$ cat config.mk
export PLATFORM = sky130hd
export DESIGN_NAME = muldiv_unit
export DESIGN_NICKNAME = d
export VERILOG_FILES = /design/src/rtl/muldiv_unit.sv
export SDC_FILE = /design/constraint.sdc
export NUM_CORES = 1
export LEC_CHECK = 0
export CORE_MARGIN = 1
export CORE_UTILIZATION = 35
export DETAILED_ROUTE_END_ITERATION = 16
export HOLD_SLACK_MARGIN = 0.1
export PLACE_DENSITY = 0.59
export SLEW_MARGIN = 10
export SYNTH_ARGS = -nofsm -noshare
export SYNTH_HDL_FRONTEND = slang
export SYNTH_SLANG_ARGS = --single-unit
$ cat constraint.sdc
create_clock -name clk -period 3.4 [get_ports clk]
set_clock_uncertainty 0.2 [all_clocks]
set_input_delay 0.34 -clock clk [delete_from_list [all_inputs] [get_ports clk]]
set_output_delay 0.34 -clock clk [all_outputs]
set_load 0.01 [all_outputs]
$ cat src/rtl/muldiv_unit.sv
// Iterative RV32M multiply/divide unit: one radix-2 shift-add or restoring-divide
// step per cycle on operand magnitudes, followed by a one-cycle sign fix-up.
module muldiv_unit #(
  parameter int XLEN = 32
) (
  input  logic            clk,
  input  logic            rst,
  input  logic            start,
  input  logic            flush,
  input  logic [2:0]      op,
  input  logic [XLEN-1:0] op1,
  input  logic [XLEN-1:0] op2,
  output logic            busy,
  output logic            done,
  output logic [XLEN-1:0] result
);

  localparam int CW = $clog2(XLEN);

  localparam logic [1:0] S_IDLE = 2'd0;
  localparam logic [1:0] S_CALC = 2'd1;
  localparam logic [1:0] S_FIX  = 2'd2;
  localparam logic [1:0] S_DONE = 2'd3;

  localparam logic [2:0] OP_MUL    = 3'd0;
  localparam logic [2:0] OP_MULH   = 3'd1;
  localparam logic [2:0] OP_MULHSU = 3'd2;
  localparam logic [2:0] OP_DIV    = 3'd4;
  localparam logic [2:0] OP_REM    = 3'd6;

  logic [1:0]        state;
  logic [CW-1:0]     count;
  logic [2:0]        op_q;
  logic              neg_a;
  logic              neg_b;
  logic [XLEN-1:0]   mag_b;
  // Multiply: {high, low} product with the multiplier shifting out of low.
  // Divide: high holds the partial remainder, low the dividend/quotient.
  logic [2*XLEN-1:0] acc;

  logic              op1_signed;
  logic              op2_signed;
  logic              sign_a;
  logic              sign_b;
  logic [XLEN:0]     abs1;
  logic [XLEN:0]     abs2;
  logic              div_zero;
  logic              div_ovf;
  logic [XLEN-1:0]   special_res;

  logic [XLEN:0]     mul_sum;
  logic [XLEN:0]     div_shift;
  logic [XLEN:0]     div_diff;
  logic [2*XLEN-1:0] acc_next;
  logic [2*XLEN-1:0] mul_fix;
  logic [XLEN-1:0]   quo;
  logic [XLEN-1:0]   rem;
  logic [XLEN-1:0]   fix_res;

  // Operand decode for an incoming start.
  always_comb begin
    op1_signed = (op == OP_MULH) || (op == OP_MULHSU) || (op == OP_DIV) || (op == OP_REM);
    op2_signed = (op == OP_MULH) || (op == OP_DIV) || (op == OP_REM);
    sign_a     = op1_signed & op1[XLEN-1];
    sign_b     = op2_signed & op2[XLEN-1];
    // Sign-extended one bit so that |-2^(XLEN-1)| is representable.
    abs1       = sign_a ? (~{op1[XLEN-1], op1} + 1'b1) : {1'b0, op1};
    abs2       = sign_b ? (~{op2[XLEN-1], op2} + 1'b1) : {1'b0, op2};
    div_zero   = op[2] && (op2 == '0);
    div_ovf    = ((op == OP_DIV) || (op == OP_REM)) &&
                 (op1 == {1'b1, {(XLEN-1){1'b0}}}) && (&op2);
    if (div_zero) special_res = op[1] ? op1 : '1;
    else          special_res = op[1] ? '0 : op1;
  end

  // One iteration step and the final sign correction.
  // NOTE: every always_comb output gets a value on every path, so no latch is inferred.
  always_comb begin
    mul_sum   = {1'b0, acc[2*XLEN-1:XLEN]} + (acc[0] ? {1'b0, mag_b} : '0);
    div_shift = acc[2*XLEN-1:XLEN-1];
    div_diff  = div_shift - {1'b0, mag_b};
    if (!op_q[2])        acc_next = {mul_sum, acc[XLEN-1:1]};
    else if (div_diff[XLEN]) acc_next = {div_shift[XLEN-1:0], acc[XLEN-2:0], 1'b0};
    else                 acc_next = {div_diff[XLEN-1:0], acc[XLEN-2:0], 1'b1};

    mul_fix = (neg_a ^ neg_b) ? (~acc + 1'b1) : acc;
    quo     = acc[XLEN-1:0];
    rem     = acc[2*XLEN-1:XLEN];
    if (!op_q[2])     fix_res = (op_q == OP_MUL) ? mul_fix[XLEN-1:0] : mul_fix[2*XLEN-1:XLEN];
    else if (op_q[1]) fix_res = neg_a ? (~rem + 1'b1) : rem;
    else              fix_res = (neg_a ^ neg_b) ? (~quo + 1'b1) : quo;
  end

  // NOTE: sequential state uses non-blocking assignments so all registers update together.
  always_ff @(posedge clk) begin
    if (rst) begin
      state  <= S_IDLE;
      count  <= '0;
      op_q   <= '0;
      neg_a  <= 1'b0;
      neg_b  <= 1'b0;
      mag_b  <= '0;
      acc    <= '0;
      result <= '0;
    end else if (flush) begin
      state <= S_IDLE;
    end else begin
      case (state)
        S_IDLE: begin
          if (start) begin
            op_q  <= op;
            neg_a <= sign_a;
            neg_b <= sign_b;
            mag_b <= abs2[XLEN-1:0];
            acc   <= {{XLEN{1'b0}}, abs1[XLEN-1:0]};
            count <= '0;
            if (div_zero || div_ovf) begin
              result <= special_res;
              state  <= S_DONE;
            end else begin
              state <= S_CALC;
            end
          end
        end
        S_CALC: begin
          acc   <= acc_next;
          count <= count + 1'b1;
          if (count == CW'(XLEN-1)) state <= S_FIX;
        end
        S_FIX: begin
          result <= fix_res;
          state  <= S_DONE;
        end
        default: state <= S_IDLE;
      endcase
    end
  end

  assign busy = (state == S_CALC) || (state == S_FIX);
  assign done = (state == S_DONE) && !flush;

endmodule

==> flow_summary.json <==
{
  "outcome": "complete, no violations",
  "relSlewSlack_pct": 29.9,
  "ys_top_cells_by_count": "nand2_1 (207), nor2_1 (187), a21oi_1 (180)",
  "drcViolationCount": 0,
  "yosysMostFrequentCell": "nand2_1",
  "postPlaceCellArea_um2": 17900,
  "die_w_um": 205,
  "hold_viol": 0,
  "period_minus_slack_ps": 3330,
  "hold_ws_ps": 203,
  "grt_pass1_vias": 15600,
  "worstSkewPairLatency_ps": 460,
  "grt_pass1_wl_um": 92400,
  "dieArea_um2": 42200,
  "dr.first_iter.drc_count": 1809,
  "place_congestion": 0.972,
  "clkTransAtPathRegs_ps": 70,
  "port_buffers": 104,
  "arrival_ps": 3510,
  "final_core_util_pct": 46.7,
  "pre_cts_slack_ps": -556,
  "cts_max_path_buffers": 2,
  "hold_class": "in -> reg",
  "async_flop_share_pct": 0,
  "yosysTopAreaCellShare_pct": 19.3,
  "fillers": 4035,
  "grt_max_degree": 58,
  "max_freq_ghz": 0.300,
  "ios": 105,
  "critical_path_class": "reg -> reg",
  "track_usage_pct": 28.8,
  "netlist_area_um2": 14500,
  "drive_above_1_share_pct": 19.5,
  "yosysWarnings": 0,
  "leakage_nw": 7.58,
  "dr.pass1.iters": 5,
  "setup.worst_path.start_class": "flop",
  "yosysSeqAreaShare_pct": 19.3,
  "synth.avg_cell_area_um2": 7.18,
  "fin_area_um2": 19100,
  "clockRootBuffer": "clkbuf_16",
  "drv_cap": 0,
  "wire_per_inst_um": 21.6,
  "worstPathMaxFanout": 5,
  "final.setup.worst_slack_ps": 68.7,
  "antenna_found_initial": 3,
  "power_density_nw_per_um2": 294,
  "htreeDepth": 4,
  "viasPerCell": 5.88,
  "synth_top_area_cell": "dfxtp_1",
  "synthTopCellsByArea": "dfxtp_1 (19%), ha_1 (6.6%), xnor2_1 (6.5%), a21oi_1 (6.2%), nand2_1 (5.4%)",
  "synth_cells": 2017,
  "final-max-slew-violation-count": 0,
  "diodes": 0,
  "rsz0062_at_grt": "yes",
  "setup_viol": 0,
  "total_power_mw": 5.60,
  "dp_hpwl_um": 48300,
  "overflow": 0,
  "final_nets": 2448,
  "ys_ff_latch": 140,
  "drt.antenna.violating_nets": 0,
  "num_vias": 16700,
  "synth_nets": 2166,
  "period_share_pct": 98.0,
  "rows": 74,
  "synth_cell_type_count": 79,
  "core-area_um2": 40800,
  "cts_buffers": 17,
  "ir_worst_vdd_mv": 0.347,
  "cp-end-kind": "flop",
  "required_ps": 3580,
  "tightestPinTransition_ps": 1050,
  "yosys_most_used_dff": "dfxtp_1",
  "start_util_pct": 35.5,
  "synth_edf_count": 0,
  "wl_um": 61500,
  "cts.sinks": 140,
  "cts_tree": "yes",
  "area_delta_synth_final_pct": 31.6,
  "die_height_um": 205
}
final timing paths:
check | from | to | slack, ps | depth (start not counted)
setup / recovery | acc[8]$_SDFFE_PP0P_ | result[27]$_SDFFE_PP0P_ | 70 | 9
hold / removal | op2[0] | mag_b[0]$_SDFFE_PP0P_ | 200 | 4
setup reg to reg | acc[8]$_SDFFE_PP0P_ | result[27]$_SDFFE_PP0P_ | 70 | 9
hold reg to reg | mag_b[22]$_SDFFE_PP0P_ | mag_b[22]$_SDFFE_PP0P_ | 260 | 2
state kept, by name, summed over array words and instances, names as in the netlist:
register	count
acc	64
neg_a	1
count	5
result	32
state	2
mag_b	32
neg_b	1
op_q	3
metrics by stage:
stage | TNS (ps) | cells
2_1_floorplan | 0 | 2017
3_3_place_gp | -14480 | 2799
3_5_place_dp | -17190 | 2799
4_1_cts | 0 | 2837
5_1_grt | -70.2 | 2844
6_report | 0 | 2844
cells in the final DEF (no fill, tap or decap), types with 7 or more instances in the layout:
master,netlist,final
mux2i_1,56,56
nand3_1,25,24
nand2b_1,23,22
a21o_1,34,33
o21a_1,14,13
xor2_1,88,87
clkbuf_16,0,18
buf_4,4,304
a221oi_1,14,9
nand4_1,19,19
nand2_1,207,207
o21ai_1,8,17
or4_1,14,10
a22oi_1,19,19
ha_1,76,70
nor2b_1,9,9
o21bai_1,7,7
dfxtp_1,140,138
o21ai_0,125,115
or3_1,27,24
o31ai_1,32,30
nor3_1,54,50
or2_2,7,7
maj3_1,22,22
inv_1,71,68
o41ai_1,10,8
nor2_1,187,185
nor3_2,6,10
clkdlybuf4s50_1,0,94
a21oi_1,180,173
o221ai_1,17,16
o211ai_1,47,47
nor4_1,22,18
and3_1,11,11
a31oi_1,33,32
xnor2_1,107,105
a311oi_1,10,10
a211oi_1,38,37
report_power, final:
| part | total (mW) | switching (mW) | leakage, nW | internal [mW] |
|---|---|---|---|---|
| clock network | 1.96 | 0.866 | 0.289 | 1.09 |
| registers | 1.76 | 0.0602 | 1.14 | 1.70 |
| logic | 1.88 | 1.13 | 6.16 | 0.749 |
critical path, cell delays in order, from the launching register on:
cell,delay [ps]
dfxtp_1,310
or4_1,640
or2_1,370
nor3_1,400
a41oi_1,220
o21bai_1,220
xnor2_1,160
a221oi_2,330
a22oi_1,150
a211oi_1,250
kinds of logic after synthesis:
group | Yosys count | share of synthesized area (%)
compound gates | 647 | 29.1
simple gates | 645 | 21.0
buf+inv | 231 | 6.31
xor+xnor | 195 | 11.8
flops | 140 | 19.3
fa+ha+maj | 100 | 8.36
mux | 59 | 4.10
final cells by class:
| cell class | count | area, um^2 | area share, % |
|---|---|---|---|
| Clock buffer | 17 | 425 | 2.23 |
| Tap cell | 532 | 666 | 3.49 |
| Multi-Input combinational cell | 1646 | 11100 | 58.4 |
| Clock inverter | 15 | 161 | 0.847 |
| Inverter | 74 | 278 | 1.46 |
| Sequential cell | 140 | 2810 | 14.7 |
| Timing Repair Buffer | 420 | 3590 | 18.8 |
what timing repair did:
item / CTS / global route
hold endpoints to repair: 0 / 0
gates cloned: 3 / 1
setup buffers: 4 / 6
pin swaps: 6 / 20
hold buffers: 0 / 0
resized for setup: 38 / 61
endpoints found under the setup margin: 36 / 60
layer usage:
metal / track usage [%] / vias to the layer above / routed length (um)
met5: 0 / - / 33
met4: 10.4 / 4 / 2020
met3: 5.65 / 104 / 5450
met2: 42.9 / 715 / 26300
met1: 40.6 / 7986 / 27700
li1: - / 7915 / -
No activity file was read; power rests on OpenSTA's default activity.
